### src/rtl/hdmi_out_pixel_reader_if.sv
// Read-port handshake between the HDMI-out prefetch FIFO and its pixel reader.
// master = the reader (issues pops), slave = the FIFO (presents the head word).
interface hdmi_out_pixel_reader_if #(
  parameter int DATA_WIDTH = 32
) ();
  logic [DATA_WIDTH-1:0] rd_data;
  logic                  rd_vld;
  logic                  rd_en;

  modport master (
    output rd_en,
    input  rd_data,
    input  rd_vld
  );

  modport slave (
    input  rd_en,
    output rd_data,
    output rd_vld
  );
endinterface

### src/rtl/hdmi_out_pixel_reader.sv
// Raster timing generator that pops one FIFO word per active pixel, aligns the
// stream to frame-start tags and flushes to the next tag on underflow/misalignment.
module hdmi_out_pixel_reader #(
  parameter int          DATA_WIDTH = 32,
  parameter int          H_ACTIVE   = 1280,
  parameter int          H_FP       = 110,
  parameter int          H_SYNC     = 40,
  parameter int          H_BP       = 220,
  parameter int          V_ACTIVE   = 720,
  parameter int          V_FP       = 5,
  parameter int          V_SYNC     = 5,
  parameter int          V_BP       = 20,
  parameter bit          HS_POL     = 1'b1,
  parameter bit          VS_POL     = 1'b1,
  parameter logic [23:0] UF_COLOR   = 24'h000000
) (
  input  logic                           rd_clk,
  input  logic                           rd_rst,
  input  logic                           video_en,
  hdmi_out_pixel_reader_if.master        fifo,
  output logic                           hs_o,
  output logic                           vs_o,
  output logic                           de_o,
  output logic [23:0]                    rgb_o,
  output logic                           frame_start,
  output logic                           underflow,
  output logic                           misalign,
  output logic [15:0]                    err_cnt
);

  localparam int H_TOTAL = H_ACTIVE + H_FP + H_SYNC + H_BP;
  localparam int V_TOTAL = V_ACTIVE + V_FP + V_SYNC + V_BP;
  localparam int HW      = $clog2(H_TOTAL + 1);
  localparam int VW      = $clog2(V_TOTAL + 1);

  localparam logic [HW-1:0] H_LAST = HW'(H_TOTAL - 1);
  localparam logic [HW-1:0] H_ACT  = HW'(H_ACTIVE);
  localparam logic [HW-1:0] HS_BEG = HW'(H_ACTIVE + H_FP);
  localparam logic [HW-1:0] HS_END = HW'(H_ACTIVE + H_FP + H_SYNC);
  localparam logic [VW-1:0] V_LAST = VW'(V_TOTAL - 1);
  localparam logic [VW-1:0] V_ACT  = VW'(V_ACTIVE);
  localparam logic [VW-1:0] VS_BEG = VW'(V_ACTIVE + V_FP);
  localparam logic [VW-1:0] VS_END = VW'(V_ACTIVE + V_FP + V_SYNC);

  typedef enum logic [1:0] {
    IDLE        = 2'd0,
    SYNC_SEARCH = 2'd1,
    RUN         = 2'd2
  } state_t;

  state_t          state;
  state_t          state_nxt;
  logic [HW-1:0]   h_cnt;
  logic [VW-1:0]   v_cnt;
  logic            active;
  logic            sof_pos;
  logic            in_hs;
  logic            in_vs;
  logic            tag;
  logic            rd_en_c;
  logic            take_pix;
  logic            uf_ev;
  logic            mis_ev;
  logic            fs_nxt;
  logic            unused_rd_bits;

  function automatic logic [15:0] sat_inc(input logic [15:0] x);
    return (x == 16'hFFFF) ? x : x + 16'd1;
  endfunction

  assign active         = (h_cnt < H_ACT) && (v_cnt < V_ACT);
  assign sof_pos        = (h_cnt == '0) && (v_cnt == '0);
  assign in_hs          = (h_cnt >= HS_BEG) && (h_cnt < HS_END);
  assign in_vs          = (v_cnt >= VS_BEG) && (v_cnt < VS_END);
  assign tag            = fifo.rd_data[DATA_WIDTH-1];
  assign unused_rd_bits = ^fifo.rd_data[DATA_WIDTH-2:24];

  always_ff @(posedge rd_clk) begin
    if (rd_rst) state <= IDLE;
    else        state <= state_nxt;
  end

  // Stopping the video at a frame boundary overrides every other transition.
  always_comb begin
    state_nxt = state;
    unique case (state)
      IDLE:        if (video_en) state_nxt = SYNC_SEARCH;
      SYNC_SEARCH: if (sof_pos && fifo.rd_vld && tag) state_nxt = RUN;
      RUN:         if (active && (!fifo.rd_vld || (tag != sof_pos))) state_nxt = SYNC_SEARCH;
      default:     state_nxt = IDLE;
    endcase
    if (sof_pos && !video_en) state_nxt = IDLE;
  end

  // An early tagged word is never popped so it can open the next frame.
  always_comb begin
    rd_en_c  = 1'b0;
    take_pix = 1'b0;
    uf_ev    = 1'b0;
    mis_ev   = 1'b0;
    unique case (state)
      SYNC_SEARCH: begin
        if (fifo.rd_vld && !tag) rd_en_c = 1'b1;
        if (sof_pos && video_en && fifo.rd_vld && tag) begin
          rd_en_c  = 1'b1;
          take_pix = 1'b1;
        end
      end
      RUN: if (active) begin
        rd_en_c = !(fifo.rd_vld && tag && !sof_pos);
        if (!fifo.rd_vld)         uf_ev    = 1'b1;
        else if (tag != sof_pos)  mis_ev   = 1'b1;
        else                      take_pix = 1'b1;
      end
      default: ;
    endcase
  end

  assign fifo.rd_en = rd_en_c && !rd_rst;
  assign fs_nxt     = sof_pos && ((state == RUN) || (state_nxt == RUN));

  // Stage boundary: raster position -> registered video outputs.
  always_ff @(posedge rd_clk) begin
    if (rd_rst) begin
      h_cnt       <= '0;
      v_cnt       <= '0;
      hs_o        <= ~HS_POL;
      vs_o        <= ~VS_POL;
      de_o        <= 1'b0;
      rgb_o       <= 24'h000000;
      frame_start <= 1'b0;
      underflow   <= 1'b0;
      misalign    <= 1'b0;
      err_cnt     <= 16'h0000;
    end else begin
      if (h_cnt == H_LAST) begin
        h_cnt <= '0;
        v_cnt <= (v_cnt == V_LAST) ? '0 : v_cnt + VW'(1);
      end else begin
        h_cnt <= h_cnt + HW'(1);
      end
      hs_o        <= in_hs ? HS_POL : ~HS_POL;
      vs_o        <= in_vs ? VS_POL : ~VS_POL;
      de_o        <= active;
      rgb_o       <= take_pix ? fifo.rd_data[23:0] : UF_COLOR;
      frame_start <= fs_nxt;
      underflow   <= underflow | uf_ev;
      misalign    <= misalign | mis_ev;
      if (uf_ev || mis_ev) err_cnt <= sat_inc(err_cnt);
    end
  end

endmodule

### src/flat_wrapper.sv
// flat-port wrapper written by rule: the top's interface ports become plain ports
module hdmi_out_pixel_reader_flat 
#(
  parameter int          DATA_WIDTH = 32,
  parameter int          H_ACTIVE   = 1280,
  parameter int          H_FP       = 110,
  parameter int          H_SYNC     = 40,
  parameter int          H_BP       = 220,
  parameter int          V_ACTIVE   = 720,
  parameter int          V_FP       = 5,
  parameter int          V_SYNC     = 5,
  parameter int          V_BP       = 20,
  parameter bit          HS_POL     = 1'b1,
  parameter bit          VS_POL     = 1'b1,
  parameter logic [23:0] UF_COLOR   = 24'h000000
)
  (rd_clk, rd_rst, video_en, hs_o, vs_o, de_o, rgb_o, frame_start, underflow, misalign, err_cnt, fifo_rd_en, fifo_rd_data, fifo_rd_vld);
  hdmi_out_pixel_reader_if #(.DATA_WIDTH(DATA_WIDTH)) fifo_i ();
  input  logic rd_clk;
  input  logic rd_rst;
  input  logic video_en;
  output logic hs_o;
  output logic vs_o;
  output logic de_o;
  output logic [23:0] rgb_o;
  output logic frame_start;
  output logic underflow;
  output logic misalign;
  output logic [15:0] err_cnt;
  output wire logic [$bits(fifo_i.rd_en)-1:0] fifo_rd_en;
  input wire logic [$bits(fifo_i.rd_data)-1:0] fifo_rd_data;
  input wire logic [$bits(fifo_i.rd_vld)-1:0] fifo_rd_vld;
  assign fifo_rd_en = fifo_i.rd_en;
  assign fifo_i.rd_data = fifo_rd_data;
  assign fifo_i.rd_vld = fifo_rd_vld;
  hdmi_out_pixel_reader #(.DATA_WIDTH(DATA_WIDTH), .H_ACTIVE(H_ACTIVE), .H_FP(H_FP), .H_SYNC(H_SYNC), .H_BP(H_BP), .V_ACTIVE(V_ACTIVE), .V_FP(V_FP), .V_SYNC(V_SYNC), .V_BP(V_BP), .HS_POL(HS_POL), .VS_POL(VS_POL), .UF_COLOR(UF_COLOR)) u_core (.rd_clk(rd_clk), .rd_rst(rd_rst), .video_en(video_en), .fifo(fifo_i), .hs_o(hs_o), .vs_o(vs_o), .de_o(de_o), .rgb_o(rgb_o), .frame_start(frame_start), .underflow(underflow), .misalign(misalign), .err_cnt(err_cnt));
endmodule
### config.mk
export PLATFORM = sky130hd
export DESIGN_NAME = hdmi_out_pixel_reader_flat
export DESIGN_NICKNAME = d
export VERILOG_FILES = /design/src/rtl/hdmi_out_pixel_reader_if.sv /design/src/rtl/hdmi_out_pixel_reader.sv /design/src/flat_wrapper.sv
export SDC_FILE = /design/constraint.sdc
export NUM_CORES = 1
export LEC_CHECK = 0
export CAP_MARGIN = 25
export CORE_ASPECT_RATIO = 0.6
export CORE_MARGIN = 3
export CORE_UTILIZATION = 40
export DETAILED_ROUTE_END_ITERATION = 12
export GPL_TIMING_DRIVEN = 0
export PLACE_DENSITY = 0.69
export SYNTH_ARGS = -nofsm -noshare
export SYNTH_HDL_FRONTEND = slang
export SYNTH_SLANG_ARGS = --single-unit
### constraint.sdc
create_clock -name rd_clk -period 6.5 [get_ports rd_clk]
set_input_delay 1.3 -clock rd_clk [delete_from_list [all_inputs] [get_ports rd_clk]]
set_output_delay 1.3 -clock rd_clk [all_outputs]
set_load 0.02 [all_outputs]
==> results of run 1 <==
-- sequential cells by signal, summed over array words and instances, names as in the netlist --
| register | flops |
|---|---|
| u_core.rgb_o | 24 |
| u_core.err_cnt | 16 |
| u_core.h_cnt | 11 |
| u_core.v_cnt | 10 |
| u_core.state | 2 |
| u_core.de_o | 1 |
| u_core.frame_start | 1 |
| u_core.hs_o | 1 |
| u_core.misalign | 1 |
| u_core.underflow | 1 |
| u_core.vs_o | 1 |
-- final cells by class --
class | instances | share of cell area
Timing Repair Buffer | 75 | 0.1760
Inverter | 13 | 0.01144
Buffer | 13 | 0.01672
Clock inverter | 5 | 0.01408
Clock buffer | 11 | 0.05691
Sequential cell | 69 | 0.3238
Tap cell | 104 | 0.03051
Multi-Input combinational cell | 244 | 0.3705
-- per-stage QoR --
step,utilization,setup slack (ns)
after floorplan,-,3.032
after CTS,0.5798,2.030
after detailed placement,0.5386,2.037
final,0.5798,1.966
after global placement,0.5386,2.079
after global routing,0.5798,1.987
-- where the power goes --
part | switching (mW) | total [mW] | internal (mW) | leakage [nW]
clock network | 0.180 | 0.488 | 0.308 | 0.146
registers | 0.00378 | 0.430 | 0.426 | 0.557
logic | 0.0319 | 0.0622 | 0.0303 | 0.843
total | 0.216 | 0.980 | 0.764 | 1.55
-- cell families (layout without fill, tap and decap cells) --
kind of cell               count (synthesis)  in the layout  synth area share
and+or+nand+nor                          152            152            0.2830
DFF                                       69             69            0.4482
AOI/OAI and AO/OA                         64             64            0.1352
buffers and inverters                     26            117           0.03898
xor gates and xnor gates                  15             15           0.04263
adders and majority gates                 12             12           0.04872
muxes                                      1              1          0.003248
-- worst max path at each step --
stage,to,slack (ns),cells after the start
floorplan,fifo_rd_en,3.03,3
detailed placement,fifo_rd_en,2.04,5
global placement,fifo_rd_en,2.08,5
finish,fifo_rd_en,1.97,5
global route,fifo_rd_en,1.99,5
CTS,fifo_rd_en,2.03,5
-- metal layers --
layer | global-route usage | up-vias
met4 | 0.06853 | 0
met1 | 0.2471 | 1331
li1 | - | 1373
met3 | 0.09347 | 11
met5 | 0 | -
met2 | 0.2702 | 117
-- cell usage in the layout (no fill, tap or decap), types with 2 or more instances in the layout --
master / synthesis / final
buf_2: 3 / 3
a21oi_1: 22 / 22
nor3_1: 3 / 3
or3_1: 10 / 10
o31ai_1: 10 / 10
and2_1: 26 / 26
nor3_2: 3 / 3
buf_6: 2 / 2
clkbuf_16: 0 / 9
nand3_1: 14 / 14
a21o_1: 2 / 2
a31oi_1: 4 / 4
o21ai_1: 8 / 8
or4_1: 8 / 8
nor2_1: 35 / 35
o21ai_0: 5 / 5
clkbuf_1: 7 / 8
nand2_1: 26 / 26
dfxtp_1: 69 / 69
and3_1: 4 / 4
nand4_1: 5 / 5
ha_1: 12 / 12
a221oi_1: 2 / 2
or2_1: 2 / 2
nor4_1: 2 / 2
inv_1: 13 / 13
xor2_1: 9 / 9
nor4_2: 2 / 2
a2111oi_0: 3 / 3
xnor2_1: 6 / 6
clkdlybuf4s50_1: 0 / 75
clkinv_4: 0 / 2
and4_1: 2 / 2
-- worst max-delay path, stage by stage --
cell and delay (ns):
clkdlybuf4s50_1 0.46, inv_1 0.25, o22ai_1 0.12, a221oi_1 0.41
clkdlybuf4s50_1 0.69
==> flow_summary_export.csv, run 1 <==
group,metric,value,unit
run_status,status,"completed",
floorplanning,fp.dieH,73.99,µm
yosys,synth_edf_count,0,
sta,fin_skew,0.005440,ns
pwr,leakage,1.545,nW
yosys,synthArstFlopShare,0,
floorplanning,die_x,119.3,µm
final_layout,syn_to_final_growth,38.41,%
pwr,power.density,229.9,nW/µm²
final_layout,multiInputGateArea,1580,µm²
global_route,grt_pass1_vias,2647,
sta,setup_tns,0,ns
sta,worst_pin_slew,0.5801,ns
detailed_routing,drt_iter0_drc,254,
pwr,vdd_drop_max,0.1628,mV
yosys,yosysSeqAreaShare,0.4482,
floorplanning,rows,24,
sta,whs,0.4917,ns
clock_network,cts_buffers,9,
detailed_routing,viasPerCell,5.303,
yosys,synth_top_area_frac,0.4482,
yosys,synth_top_area_cell,"dfxtp_1",
yosys,synth_area,3082,µm²
global_route,grt_usage,0.1884,
critical_path,cp.arrival,3.23,ns
floorplanning,ios,83,
clock_network,clock-root-buffer,"clkbuf_16",
worst_hold_path,min-delay-start,"u_core.misalign$_SDFF_PP0_",
clock_network,cts_max_level,3,
critical_path,critPathKind,"input pin to primary output",
place,place_inst,518,
detailed_routing,routed-wl-met3,873,µm
clock_network,clockBufferDepth,2,
yosys,yosysMostFrequentCell,"dfxtp_1",
clock_network,post_cts_resized,0,
critical_path,path_max_fanout,7,
floorplanning,start_util,0.4189,
place,placed_area,3963,µm²
critical_path,crit_start,"fifo_rd_vld",
sta,max_freq,0.2205,GHz
sta,period_needed,4.534,ns
sta,setup_viol,0,
detailed_routing,routed_wl,7848,µm
final_layout,nets,473,
critical_path,reg2reg_setup_slack,3.93,ns
worst_hold_path,hold_path_class,"flop to flop",
critical_path,cp-start-kind,"input pin",
detailed_routing,drtAntennaViolNets,0,
place,gp_congestion,0.8765,
yosys,ys_warn_count,0,
final_layout,n_antenna_cell,0,
detailed_routing,wl_per_cell,14.70,µm
sta,hold_violations,0,
sta,rsz0062_at_grt,"false",
yosys,synth_common_cells,"dfxtp_1 (69), nor2_1 (35), and2_1 (26), nand2_1 (26), a21oi_1 (22)",
final_layout,layoutNonFillerInstCount,534,
clock_network,worstSkewPairLatency,0.33,ns
yosys,synth_nets,387,
yosys,synthTopCellsByArea,"dfxtp_1 (45%), and2_1 (5.3%), ha_1 (4.9%)",
yosys,syn_inst,339,
yosys,yosys_register_bits,69,
detailed_routing,dr.max_layer_used,"met4",
floorplanning,die_area,8828,µm²
critical_path,reg2reg_depth,9,
global_route,antenna_found_initial,0,
place,portBuffers,75,
sta,relSlewSlack,0.6133,
critical_path,r2r_end,"u_core.rgb_o[5]$_SDFF_PP0_",
global_route,grt_max_degree,13,
worst_hold_path,hold_depth,2,
final_layout,seq_area,1381,µm²
detailed_routing,drc,0,
floorplanning,core_area,7357,µm²
clock_network,clkTransAtPathRegs,0.05,ns
clock_network,clock_sinks,69,
final_layout,final_area,4265,µm²
final_layout,n_fill_cell,641,
yosys,synth.avg_cell_area,9.091,µm²
sta,drv_slew,0,
clock_network,tritoncts,"yes",
global_route,grt_pass1_wl,13060,µm
detailed_routing,dr_wl_met2,3272,µm
critical_path,reg2reg_from,"u_core.h_cnt[1]$_SDFF_PP0_",
critical_path,required,5.20,ns
yosys,synth_cell_types,50,
place,dpl.hpwl,5888,µm
worst_hold_path,min_to,"u_core.misalign$_SDFF_PP0_",
detailed_routing,drt-met1-wl,3581,µm
job,cap_violations,0,
sta,timing.final.crit_share,0.6976,
pwr,total_power,0.9804,mW
clock_network,postCtsHoldBufs,0,
detailed_routing,num_vias,2832,
clock_network,cts_setup_buffers,0,
final_layout,drive_above_1_share,0.07674,
critical_path,endpoint_kind,"primary output",
yosys,synth-main-ff-cell,"dfxtp_1",
detailed_routing,drt_pass1_iterations,5,
global_route,grt-ovfl-total,0,
Note: power is estimated with default switching activity, not from simulation.
==> inputs of run 2 (changes only) <==
Settings changed: PLACE_DENSITY 0.69 to 0.72.
Clock period 6.5 ns to 3.9 ns, I/O delays scaled along.
==> flow_summary_export.csv, run 2 (synthesized netlist as in run 1, its figures left out) <==
group,metric,value,unit
run_status,status,"completed",
place,gp_congestion,0.9312,
final_layout,regMostFlops,"u_core.rgb_o",
floorplanning,die_area,8828,µm²
job,cap_violations,0,
detailed_routing,drt_pass1_iterations,6,
clock_network,clkTransAtPathRegs,0.06,ns
clock_network,cts_max_level,3,
detailed_routing,drc,0,
final_layout,largest_reg_flops,24,
place,portBuffers,75,
clock_network,clock_sinks,69,
sta,max_freq,0.2771,GHz
pwr,leakage,1.545,nW
clock_network,tritoncts,"yes",
sta,relSlewSlack,0.5970,
floorplanning,start_util,0.4189,
detailed_routing,wl_per_cell,14.22,µm
final_layout,syn_to_final_growth,38.65,%
floorplanning,fp.dieH,73.99,µm
sta,drv_slew,0,
final_layout,reg_top3,"u_core.rgb_o (24), u_core.err_cnt (16), u_core.h_cnt (11)",
pwr,power.density,385.3,nW/µm²
detailed_routing,drt_iter0_drc,285,
sta,setup_tns,0,ns
sta,fin_ws,0.2912,ns
critical_path,reg2reg_from,"u_core.h_cnt[1]$_SDFF_PP0_",
global_route,grt_usage,0.1792,
sta,timing.final.crit_share,0.9253,
floorplanning,ios,83,
critical_path,required,3.12,ns
clock_network,clockBufferDepth,2,
critical_path,cp-start-kind,"flop",
global_route,grt_pass1_wl,12380,µm
floorplanning,die_x,119.3,µm
place,place_ws,0.5151,ns
critical_path,crit_start,"u_core.h_cnt[1]$_SDFF_PP0_",
sta,rsz0062_at_grt,"false",
critical_path,r2r_end,"u_core.rgb_o[10]$_SDFF_PP0_",
final_layout,final_common_cell,"clkdlybuf4s50_1",
clock_network,clock-root-buffer,"clkbuf_16",
global_route,grt_pass1_vias,2580,
detailed_routing,routed_wl,7593,µm
global_route,grt_max_degree,14,
place,dpl.hpwl,5762,µm
detailed_routing,drtAntennaViolNets,0,
final_layout,drive_above_1_share,0.07907,
critical_path,endpoint_kind,"primary output",
sta,fin_skew,0.006907,ns
global_route,grt-ovfl-total,0,
global_route,antenna_found_initial,0,
worst_hold_path,hold_path_class,"flop to flop",
critical_path,critPathKind,"flop to primary output",
sta,hold_violations,0,
floorplanning,rows,24,
detailed_routing,num_vias,2748,
sta,worst_pin_slew,0.6045,ns
worst_hold_path,min-delay-start,"u_core.err_cnt[9]$_SDFFE_PP0P_",
critical_path,cp.arrival,2.83,ns
clock_network,cts_buffers,9,
clock_network,post_cts_resized,0,
final_layout,final_util,0.5808,
pwr,vdd_drop_max,0.2821,mV
critical_path,endpoint,"fifo_rd_en",
final_layout,n_antenna_cell,0,
critical_path,path_max_fanout,6,
critical_path,reg2reg_depth,9,
final_layout,nets,473,
clock_network,cts_setup_buffers,0,
final_layout,final_cell_mix,"clkdlybuf4s50_1 (75), dfxtp_1 (69), nor2_1 (35)",
sta,setup_viol,0,
clock_network,postCtsHoldBufs,0,
sta,period_needed,3.609,ns
floorplanning,core_area,7357,µm²
clock_network,worstSkewPairLatency,0.33,ns
detailed_routing,viasPerCell,5.146,
critical_path,reg2reg_setup_slack,1.45,ns
## run 2: worst min-delay path by stage
stage | to | slack, ns | cells after the start
6_report | u_core.err_cnt[9]$_SDFFE_PP0P_ | 0.50 | 2
5_1_grt | u_core.misalign$_SDFF_PP0_ | 0.51 | 2
4_1_cts | u_core.misalign$_SDFF_PP0_ | 0.50 | 2
3_5_place_dp | u_core.misalign$_SDFF_PP0_ | 0.48 | 2
3_3_place_gp | u_core.err_cnt[12]$_SDFFE_PP0P_ | 0.48 | 2
2_1_floorplan | u_core.h_cnt[0]$_SDFF_PP0_ | 0.46 | 1
## run 2: cell type report
class / instances / area, µm²
Fill cell: 622 / 3084
Timing Repair Buffer: 75 / 750.7
Clock inverter: 6 / 71.32
Tap cell: 104 / 130.1
Inverter: 13 / 48.80
Clock buffer: 10 / 239.0
Sequential cell: 69 / 1381
Buffer: 13 / 71.32
Multi-Input combinational cell: 244 / 1580
## run 2: worst max-delay path, stage by stage (launching register included)
cell             delay, ns
dfxtp_1               0.36
inv_1                 0.09
ha_1                  0.13
nor3b_1               0.31
nand4_2               0.20
nor2_1                0.22
o22ai_1               0.13
a221oi_1              0.38
clkdlybuf4s50_1       0.67
## run 2: through the flow
stage	hold slack (ns)	power [mW]	std cells	cell area [µm²]
finish	0.4973	1.646	534	4273
global route	0.5061	1.707	534	4273
CTS	0.4956	1.664	534	4273
detailed placement	0.4827	0.8326	518	3963
global placement	0.4821	0.8303	518	3963
floorplan	0.4563	0.7848	339	3082
## run 2: report_power, final
part / internal [mW] / switching [mW] / total [mW]
logic: 0.0505 / 0.0524 / 0.103
clock network: 0.516 / 0.311 / 0.827
registers: 0.710 / 0.00615 / 0.716
## run 2: layer usage
| layer | part of all wire | vias up | track usage |
|---|---|---|---|
| met2 | 0.40 | 127 | 0.2427 |
| met5 | 0 | - | 0 |
| li1 | - | 1380 | - |
| met4 | 0.0065 | 0 | 0.06853 |
| met3 | 0.12 | 6 | 0.1026 |
| met1 | 0.48 | 1235 | 0.2360 |
